--- src/rtl/gpu_draw_ctrl_if.sv ---
// Handshake bundle between the CPU/memory/display side and the draw controller.
interface gpu_draw_ctrl_if #(
    parameter int ADDR_W = 12,
    parameter int MAX_H  = 15
);
    logic                 cmd_valid;
    logic                 cmd_ready;
    logic                 cmd_clear;
    logic [7:0]           cmd_x;
    logic [7:0]           cmd_y;
    logic [3:0]           cmd_n;
    logic [ADDR_W-1:0]    cmd_i;
    logic                 done;
    logic [7:0]           done_vf;
    logic                 mem_req;
    logic [ADDR_W-1:0]    mem_addr;
    logic                 mem_ack;
    logic [7:0]           mem_rdata;
    logic                 gpu_clear;
    logic                 gpu_draw;
    logic [7:0]           gpu_row;
    logic [7:0]           gpu_col;
    logic [3:0]           gpu_height;
    logic [8*MAX_H-1:0]   gpu_sprite_data;
    logic [7:0]           gpu_vf;
    logic                 vblank;

    modport slave (
        input  cmd_valid, cmd_clear, cmd_x, cmd_y, cmd_n, cmd_i,
        input  mem_ack, mem_rdata, gpu_vf, vblank,
        output cmd_ready, done, done_vf, mem_req, mem_addr,
        output gpu_clear, gpu_draw, gpu_row, gpu_col, gpu_height, gpu_sprite_data
    );

    modport master (
        output cmd_valid, cmd_clear, cmd_x, cmd_y, cmd_n, cmd_i,
        output mem_ack, mem_rdata, gpu_vf, vblank,
        input  cmd_ready, done, done_vf, mem_req, mem_addr,
        input  gpu_clear, gpu_draw, gpu_row, gpu_col, gpu_height, gpu_sprite_data
    );
endinterface

--- src/rtl/gpu_draw_ctrl.sv ---
// CHIP-8 CLS/DRW sequencer: fetches sprite bytes, runs the two-cycle display phase, returns VF.
// Macro GPU_VBLANK_WAIT_EN: DRW with n>0 waits for a vblank pulse before fetching.
module gpu_draw_ctrl #(
    parameter int ADDR_W = 12,
    parameter int MAX_H  = 15
) (
    input  logic           clk,
    input  logic           rst_n,
    gpu_draw_ctrl_if.slave bus
);
    localparam int SPR_W = 8 * MAX_H;

    typedef enum logic [2:0] {
        S_IDLE, S_CLEAR, S_WAITVB, S_FETCH, S_DRAW0, S_DRAW1, S_DONE
    } state_t;

    state_t              r_state;
    state_t              w_next;
    logic                r_clear;
    logic [5:0]          r_col;
    logic [4:0]          r_row;
    logic [3:0]          r_n;
    logic [3:0]          r_k;
    logic [ADDR_W-1:0]   r_i;
    logic [SPR_W-1:0]    r_sprite;

    logic                w_accept;
    logic                w_is_draw;
    logic                w_last;
    logic                w_busy;
    logic                w_cmd_ready;
    logic                w_done;
    logic                w_mem_req;
    logic                w_gpu_clear;
    logic                w_gpu_draw;
    logic [7:0]          w_done_vf;
    logic                w_unused;

    assign w_accept  = bus.cmd_valid && (r_state == S_IDLE);
    assign w_is_draw = !r_clear && (r_n != 4'd0);
    assign w_last    = ((r_k + 4'd1) == r_n);
    assign w_busy    = (r_state != S_IDLE);
    assign w_unused  = ^{bus.vblank, bus.gpu_vf[7:1], bus.cmd_x[7:6], bus.cmd_y[7:5]};

    always_ff @(posedge clk or negedge rst_n) begin
        if (!rst_n) begin
            r_state <= S_IDLE;
        end else begin
            r_state <= w_next;
        end
    end

    always_comb begin
        w_next      = r_state;
        w_cmd_ready = 1'b0;
        w_done      = 1'b0;
        w_done_vf   = 8'h00;
        w_mem_req   = 1'b0;
        w_gpu_clear = 1'b0;
        w_gpu_draw  = 1'b0;
        case (r_state)
            S_IDLE: begin
                w_cmd_ready = 1'b1;
                if (bus.cmd_valid) begin
                    if (bus.cmd_clear) begin
                        w_next = S_CLEAR;
                    end else if (bus.cmd_n == 4'd0) begin
                        w_next = S_DONE;
                    end else begin
`ifdef GPU_VBLANK_WAIT_EN
                        w_next = S_WAITVB;
`else
                        w_next = S_FETCH;
`endif
                    end
                end
            end
            S_CLEAR: begin
                w_gpu_clear = 1'b1;
                w_next      = S_DONE;
            end
            S_WAITVB: begin
`ifdef GPU_VBLANK_WAIT_EN
                if (bus.vblank) begin
                    w_next = S_FETCH;
                end
`else
                w_next = S_FETCH;
`endif
            end
            S_FETCH: begin
                w_mem_req = 1'b1;
                if (bus.mem_ack && w_last) begin
                    w_next = S_DRAW0;
                end
            end
            S_DRAW0: begin
                w_gpu_draw = 1'b1;
                w_next     = S_DRAW1;
            end
            S_DRAW1: begin
                w_gpu_draw = 1'b1;
                w_next     = S_DONE;
            end
            S_DONE: begin
                w_done    = 1'b1;
                w_done_vf = w_is_draw ? {7'b0, bus.gpu_vf[0]} : 8'h00;
                w_next    = S_IDLE;
            end
            default: w_next = S_IDLE;
        endcase
    end

    // Row 0 lands in the top byte; each slot is written once after the accept-time clear.
    always_ff @(posedge clk or negedge rst_n) begin
        if (!rst_n) begin
            r_clear  <= 1'b0;
            r_col    <= '0;
            r_row    <= '0;
            r_n      <= '0;
            r_k      <= '0;
            r_i      <= '0;
            r_sprite <= '0;
        end else if (w_accept) begin
            r_clear  <= bus.cmd_clear;
            r_col    <= bus.cmd_x[5:0];
            r_row    <= bus.cmd_y[4:0];
            r_n      <= bus.cmd_n;
            r_i      <= bus.cmd_i;
            r_k      <= '0;
            r_sprite <= '0;
        end else if (r_state == S_FETCH && bus.mem_ack) begin
            r_sprite <= r_sprite | (SPR_W'(bus.mem_rdata) << (8 * (MAX_H - 1 - int'(r_k))));
            r_k      <= r_k + 4'd1;
        end
    end

    assign bus.cmd_ready       = w_cmd_ready;
    assign bus.done            = w_done;
    assign bus.done_vf         = w_done_vf;
    assign bus.mem_req         = w_mem_req;
    assign bus.mem_addr        = r_i + ADDR_W'(r_k);
    assign bus.gpu_clear       = w_gpu_clear;
    assign bus.gpu_draw        = w_gpu_draw;
    assign bus.gpu_row         = w_busy ? {3'b000, r_row} : 8'h00;
    assign bus.gpu_col         = w_busy ? {2'b00, r_col} : 8'h00;
    assign bus.gpu_height      = w_busy ? r_n : 4'd0;
    assign bus.gpu_sprite_data = r_sprite;
endmodule

--- src/flat_wrapper.sv ---
// flat-port wrapper written by rule: the top's interface ports become plain ports
module gpu_draw_ctrl_flat 
#(
    parameter int ADDR_W = 12,
    parameter int MAX_H  = 15
)
  (clk, rst_n, bus_cmd_valid, bus_cmd_clear, bus_cmd_x, bus_cmd_y, bus_cmd_n, bus_cmd_i, bus_mem_ack, bus_mem_rdata, bus_gpu_vf, bus_vblank, bus_cmd_ready, bus_done, bus_done_vf, bus_mem_req, bus_mem_addr, bus_gpu_clear, bus_gpu_draw, bus_gpu_row, bus_gpu_col, bus_gpu_height, bus_gpu_sprite_data);
  gpu_draw_ctrl_if #(.ADDR_W(ADDR_W), .MAX_H(MAX_H)) bus_i ();
  input  logic clk;
  input  logic rst_n;
  input wire logic [$bits(bus_i.cmd_valid)-1:0] bus_cmd_valid;
  input wire logic [$bits(bus_i.cmd_clear)-1:0] bus_cmd_clear;
  input wire logic [$bits(bus_i.cmd_x)-1:0] bus_cmd_x;
  input wire logic [$bits(bus_i.cmd_y)-1:0] bus_cmd_y;
  input wire logic [$bits(bus_i.cmd_n)-1:0] bus_cmd_n;
  input wire logic [$bits(bus_i.cmd_i)-1:0] bus_cmd_i;
  input wire logic [$bits(bus_i.mem_ack)-1:0] bus_mem_ack;
  input wire logic [$bits(bus_i.mem_rdata)-1:0] bus_mem_rdata;
  input wire logic [$bits(bus_i.gpu_vf)-1:0] bus_gpu_vf;
  input wire logic [$bits(bus_i.vblank)-1:0] bus_vblank;
  output wire logic [$bits(bus_i.cmd_ready)-1:0] bus_cmd_ready;
  output wire logic [$bits(bus_i.done)-1:0] bus_done;
  output wire logic [$bits(bus_i.done_vf)-1:0] bus_done_vf;
  output wire logic [$bits(bus_i.mem_req)-1:0] bus_mem_req;
  output wire logic [$bits(bus_i.mem_addr)-1:0] bus_mem_addr;
  output wire logic [$bits(bus_i.gpu_clear)-1:0] bus_gpu_clear;
  output wire logic [$bits(bus_i.gpu_draw)-1:0] bus_gpu_draw;
  output wire logic [$bits(bus_i.gpu_row)-1:0] bus_gpu_row;
  output wire logic [$bits(bus_i.gpu_col)-1:0] bus_gpu_col;
  output wire logic [$bits(bus_i.gpu_height)-1:0] bus_gpu_height;
  output wire logic [$bits(bus_i.gpu_sprite_data)-1:0] bus_gpu_sprite_data;
  assign bus_i.cmd_valid = bus_cmd_valid;
  assign bus_i.cmd_clear = bus_cmd_clear;
  assign bus_i.cmd_x = bus_cmd_x;
  assign bus_i.cmd_y = bus_cmd_y;
  assign bus_i.cmd_n = bus_cmd_n;
  assign bus_i.cmd_i = bus_cmd_i;
  assign bus_i.mem_ack = bus_mem_ack;
  assign bus_i.mem_rdata = bus_mem_rdata;
  assign bus_i.gpu_vf = bus_gpu_vf;
  assign bus_i.vblank = bus_vblank;
  assign bus_cmd_ready = bus_i.cmd_ready;
  assign bus_done = bus_i.done;
  assign bus_done_vf = bus_i.done_vf;
  assign bus_mem_req = bus_i.mem_req;
  assign bus_mem_addr = bus_i.mem_addr;
  assign bus_gpu_clear = bus_i.gpu_clear;
  assign bus_gpu_draw = bus_i.gpu_draw;
  assign bus_gpu_row = bus_i.gpu_row;
  assign bus_gpu_col = bus_i.gpu_col;
  assign bus_gpu_height = bus_i.gpu_height;
  assign bus_gpu_sprite_data = bus_i.gpu_sprite_data;
  gpu_draw_ctrl #(.ADDR_W(ADDR_W), .MAX_H(MAX_H)) u_core (.clk(clk), .rst_n(rst_n), .bus(bus_i));
endmodule
--- config.mk ---
export PLATFORM = sky130hd
export DESIGN_NAME = gpu_draw_ctrl_flat
export DESIGN_NICKNAME = d
export VERILOG_FILES = /design/src/rtl/gpu_draw_ctrl_if.sv /design/src/rtl/gpu_draw_ctrl.sv /design/src/flat_wrapper.sv
export SDC_FILE = /design/constraint.sdc
export NUM_CORES = 1
export LEC_CHECK = 0
export CAP_MARGIN = 20
export CELL_PAD_IN_SITES_DETAIL_PLACEMENT = 2
export CELL_PAD_IN_SITES_GLOBAL_PLACEMENT = 2
export CORE_ASPECT_RATIO = 1.2
export CORE_MARGIN = 5
export CORE_UTILIZATION = 30
export DETAILED_ROUTE_END_ITERATION = 12
export PLACE_DENSITY = 0.82
export RECOVER_POWER = 100
export SYNTH_ARGS = -nofsm -noshare
export SYNTH_HDL_FRONTEND = slang
export SYNTH_SLANG_ARGS = --single-unit
--- constraint.sdc ---
create_clock -name clk -period 5.13 [get_ports clk]
set_clock_uncertainty 0.1 [all_clocks]
set_input_delay 0.513 -clock clk [delete_from_list [all_inputs] [get_ports clk]]
set_output_delay 0.513 -clock clk [all_outputs]
set_load 0.03 [all_outputs]
### After elaboration in Yosys (flattened, before gate mapping)

Cells that the tools add are included.

| storage, ports and cells | value |
|---|---|
| output and inout port bits | 165 |
| logic and storage cells | 54 |
| input bits | 54 |
| bits in registers | 155 |

| operators by class | value |
|---|---|
| equality and inequality tests | 9 |
| multiplexer cells | 19 |
| shift operators | 1 |
| reduce and logical (&&, ||, !) cells | 13 |
| add/subtract/negate cells | 3 |
| bitwise logic cells | 1 |

Operators by type and width:

| kind | count |
|---|---|
| $mux W120 | 2 |
| $or A120 B120 Y120 | 1 |
| $shl A8 B32 Y120 | 1 |
| $pmux W3 S5 | 1 |
| $add A12 B4 Y12 | 1 |
| $mux W3 | 4 |
| $mux W4 | 3 |
| $eq A3 B3 Y1 const B | 3 |
| $mux W8 | 1 |
| $eq A3 B2 Y1 const B | 2 |
| $mux W1 | 6 |
| $mux W6 | 1 |
| $mux W5 | 1 |
| $sub A4 B4 Y5 const A | 1 |
| $add A4 B1 Y4 const B | 1 |
| $eq A4 B4 Y1 | 1 |
| $logic_and A1 B1 Y1 | 4 |
| $logic_not A4 Y1 | 1 |
| $reduce_bool A4 Y1 | 1 |
| $reduce_or A2 Y1 | 2 |
| $eq A3 B1 Y1 const B | 1 |
| $logic_not A3 Y1 | 1 |
| $reduce_bool A3 Y1 | 1 |
| $ne A2 B1 Y1 const B | 1 |
| other kinds (4) | 4 |

### Logic depth before layout (Yosys ltp)

| depth | value |
|---|---|
| word-level depth | 5 |
| gate-level depth with buffers | 8 |
| gate-level depth less buffers | 6 |

### Least setup slack after synthesis

Ideal clock, no wire load.

| timing path | value |
|---|---|
| kind | flip-flop to output port |
| start point | reg u_core.r_state[2] |
| end point | out bus_done_vf[0] |
| path slack | 2.369 ns |
| required time | 4.517 ns |
| buffers on the path | 1 |
| arrival time | 2.148 ns |
| cell stages (with the launch flop) | 4 |
| cell sequence | dfrtp_1 buf_1 and3_1 nor4bb_1 |

| between the ends | value |
|---|---|
| cells in the longest elaborated chain, start to end | 2 |

Ends and longest elaborated chain:

| item | RTL line | RTL |
|---|---|---|
| start: declaration | gpu_draw_ctrl.sv:17 | `state_t r_state;` |
| start signal: assignment | gpu_draw_ctrl.sv:49 | `r_state <= w_next;` |
| $eq A3 B3 Y1 | gpu_draw_ctrl.sv:61 | `case (r_state)` |
| $mux W8 | gpu_draw_ctrl.sv:61 |  |
| end: declaration | flat_wrapper.sv:23 | `output wire logic [$bits(bus_i.done_vf)-1:0] bus_done_vf;` |

No other way between the ends.

### Worst setup path in the final report

| timing path | value |
|---|---|
| start point | reg u_core.r_k[0] |
| end point | reg u_core.r_sprite[113], in the netlist u_core.bus.gpu_sprite_data[113] |

| between the ends | value |
|---|---|
| cells in the longest elaborated chain, start to end | 5 |

Ends and longest elaborated chain:

| item | RTL line | RTL |
|---|---|---|
| start: declaration | gpu_draw_ctrl.sv:23 | `logic [3:0] r_k;` |
| start signal: assignment | gpu_draw_ctrl.sv:134 | `r_k <= r_k + 4'd1;` |
| $sub A4 B4 Y5 | gpu_draw_ctrl.sv:133 | `r_sprite <= r_sprite \| (SPR_W'(bus.mem_rdata) << (8 * (MAX_H - 1 - int'(r_k))));` |
| $shl A8 B32 Y120 | gpu_draw_ctrl.sv:133 |  |
| $or A120 B120 Y120 | gpu_draw_ctrl.sv:133 |  |
| $mux W120 | gpu_draw_ctrl.sv:132 | `end else if (r_state == S_FETCH && bus.mem_ack) begin` |
| $mux W120 | gpu_draw_ctrl.sv:124 | `end else if (w_accept) begin` |
| end signal: assignment | gpu_draw_ctrl.sv:133 |  |
| end: declaration | gpu_draw_ctrl.sv:25 | `logic [SPR_W-1:0] r_sprite;` |

No other way between the ends. The select of a mux whose other input is x is not followed.
A chain may end at the register's enable or synchronous reset.

==> flow_summary.ini <==
[timing]
tightest_slew_ps = 2690
slew_viol_final = 109
rsz0062_at_grt = no
fin_setup_tns_ps = 0
clock.fmax_ghz = 0.244
slew_headroom = -0.794
period_share = 0.798
worst_slack_ps = 1040
min_period_ps = 4090
hold_violations = 0
setup_viol = 0

[synthesis]
synth-compound-area-share = 0.154
synth_mux_area_frac = 0
synthFlopType = dfrtp_1
syn_area_um2 = 6650
ys_seq_elements = 155
synth_fa_ha_area_frac = 0.0143
avgSynthCellArea_um2 = 10.6
async_flop_share = 1.00
synth_top_family_by_area = simple AND/OR/NAND/NOR gates
synth-simple-area-share = 0.176
yosys_warnings = 0
synth_cell_types = 54
synth_xor_area_frac = 0.0258
synth_edf_count = 0
synth-seq-area-share = 0.583
synthesis.instances = 629

[cts]
path_clk_slew_ps = 70
clock_latency_ps = 430
cts_tree = done
clock_path_buffers = 2
root_buffer = clkbuf_16
cts_buffers = 17
cts_sinks = 155
h-tree-depth = 4

[die]
coreArea_um2 = 21800
die_h_um = 173
ioPinCount = 219
rows = 59
die-area_um2 = 25300
die_x_um = 146
initial_core_util = 0.305

[placement]
dp_cells = 1058
place.gp.congestion = 0.729
dpl.hpwl_um = 16500
port-buffer-count = 193
post-place-ws_ps = 1710

[setup_path]
endpoint_kind = register
cp_max_fo = 19
cp-start-kind = register
worstPathRequired_ps = 5380
critPathTopFamily = compound AO/OA/AOI/OAI gates
rr_worst_depth = 5
reg2reg_slack_ps = 1040
cp_slowest_cell = a2111oi_0
crit_arrival_ps = 4340
path_cells = ha_1, or3_1, a2111oi_0, a21oi_1, nor2_1
crit_end = u_core.bus.gpu_sprite_data[113]$_DFFE_PN0P_
critical_path_class = register to register
cp_num_buf_inv = 0
worst-path-stages = 5
slowest_delay_ps = 1760
timing.rr.end = u_core.bus.gpu_sprite_data[113]$_DFFE_PN0P_
setup.worst_path.start = u_core.r_k[0]$_DFFE_PN0P_
reg2reg_from = u_core.r_k[0]$_DFFE_PN0P_

[detailed_routing]
routed_via_density = 5.12
drt_iter0_drc = 273
dr.pass1.iters = 4
drt-wirelength-per-cell_um = 22.3
wl_um = 24300
ant_nets = 0
route.detailed.drc = 0
dr_total_vias = 5597

[status]
violations = capacitance limit, slew limit
outcome = finished with violations

[cells_and_area]
drive_above_1_share = 0.0537
diodes = 0
fill_cells = 2313
utilization = 0.426
fin_cells = 1093
area_growth_pct = 39.6
fin_nets = 867

[grt]
grt_overflow = 0
grt_pass1_vias = 6192
grt.total_usage = 0.193
antenna_found_initial = 0
grt_max_degree = 113
grt_pass1_wl_um = 38100

[pwr]
p_leak_uw = 0.00454
worst_ir_drop_vdd_uv = 316
total_power_uw = 5560
powerDensity_nw_per_um2 = 599

[job]
cap_violations = 4

[worst_hold_path]
hold_class = register to register
## report_power, final
group | leakage (uW) | switching (uW) | total, uW | internal (uW)
sequential | 0.00208 | 284 | 1830 | 1540
clock | 0.000306 | 570 | 1350 | 778
combinational | 0.00215 | 1570 | 2380 | 814
total | 0.00454 | 2420 | 5560 | 3140
## worst min-delay path by stage
stage / start / to / depth (start not counted)
2_1_floorplan: rst_n / u_core.bus.gpu_sprite_data[0]$_DFFE_PN0P_ / 0
3_3_place_gp: u_core.r_row[1]$_DFFE_PN0P_ / u_core.r_row[1]$_DFFE_PN0P_ / 2
3_5_place_dp: u_core.r_col[2]$_DFFE_PN0P_ / u_core.r_col[2]$_DFFE_PN0P_ / 2
4_1_cts: rst_n / u_core.bus.gpu_sprite_data[57]$_DFFE_PN0P_ / 1
5_1_grt: u_core.r_col[2]$_DFFE_PN0P_ / u_core.r_col[2]$_DFFE_PN0P_ / 2
6_report: u_core.r_col[2]$_DFFE_PN0P_ / u_core.r_col[2]$_DFFE_PN0P_ / 2
## Yosys cell counts (all sizes together), types with 6 or more instances
cell type    n  area share
and4         8       0.011
o21ai       69       0.058
dfrtp      155        0.58
buf         29       0.028
nand4       17       0.016
nand3       10      0.0075
inv          7      0.0040
nor3         6      0.0077
a21oi       10      0.0075
nor2        12      0.0068
xnor2       13       0.017
nor2b       16       0.015
nand2      153       0.086
ha           6       0.011
a22o        48       0.063
clkbuf      24       0.014
## routing by layer
metal | track usage | routed length [um] | share of wire | up-vias
met5 | 0 | 0 | 0 | -
met4 | 0.0637 | 529 | 0.022 | 0
met3 | 0.0440 | 1060 | 0.043 | 28
met2 | 0.350 | 12900 | 0.53 | 155
met1 | 0.225 | 9890 | 0.41 | 2900
li1 | - | - | - | 2514
## worst min-delay path, delay by kind of cell, from the launching register on
| kind | cells | cell delay (ps) |
|---|---|---|
| flops | 1 | 340 |
| simple gates | 2 | 100 |
## cell type report
| type | instances | area [um^2] | share of cell area |
|---|---|---|---|
| clock inverter | 15 | 189 | 0.0204 |
| sequential | 155 | 3880 | 0.418 |
| clock buffer | 17 | 425 | 0.0458 |
| tap | 274 | 343 | 0.0369 |
| timing repair buffer | 200 | 2000 | 0.215 |
| inverter | 7 | 26.3 | 0.00283 |
| multi-input combinational | 425 | 2420 | 0.261 |
## kinds of logic after synthesis
logic type | after synthesis
xor gates and xnor gates | 18
and+or+nand+nor | 243
buffers and inverters | 60
DFF | 155
adders and majority gates | 7
other | 1
AOI/OAI and AO/OA | 145
## cells in the final DEF, fill, tap and decap left out, types with 12 or more instances in the layout
| cell type | instances |
|---|---|
| clkdlybuf4s50_1 | 40 |
| nand2_1 | 153 |
| nor2b_1 | 16 |
| a22o_1 | 48 |
| o21ai_0 | 69 |
| dfrtp_1 | 155 |
| nand4_1 | 17 |
| nor2_1 | 12 |
| clkbuf_16 | 17 |
| dlygate4sd3_1 | 153 |
| xnor2_1 | 12 |
| conb_1 | 12 |
## stage by stage
step	instance area, um^2	hold slack, ps
floorplan	6690	117
global placement	8740	351
detailed placement	8740	359
CTS	9350	196
global route	9280	398
finish	9280	370
## sequential cells by signal, summed over array words and instances (netlist names)
register	count
u_core.bus.gpu_sprite_data	120
u_core.r_i	12
u_core.r_col	6
u_core.r_row	5
u_core.r_k	4
u_core.r_n	4
u_core.r_state	3
u_core.r_clear	1
## timing repair
action	CTS	global route
resized for setup	0	0
hold buffers	0	1
endpoints found under the hold margin	0	44
buffers inserted	0	0
endpoints found under the setup margin	0	0
No activity file was read; power rests on OpenSTA's default activity.
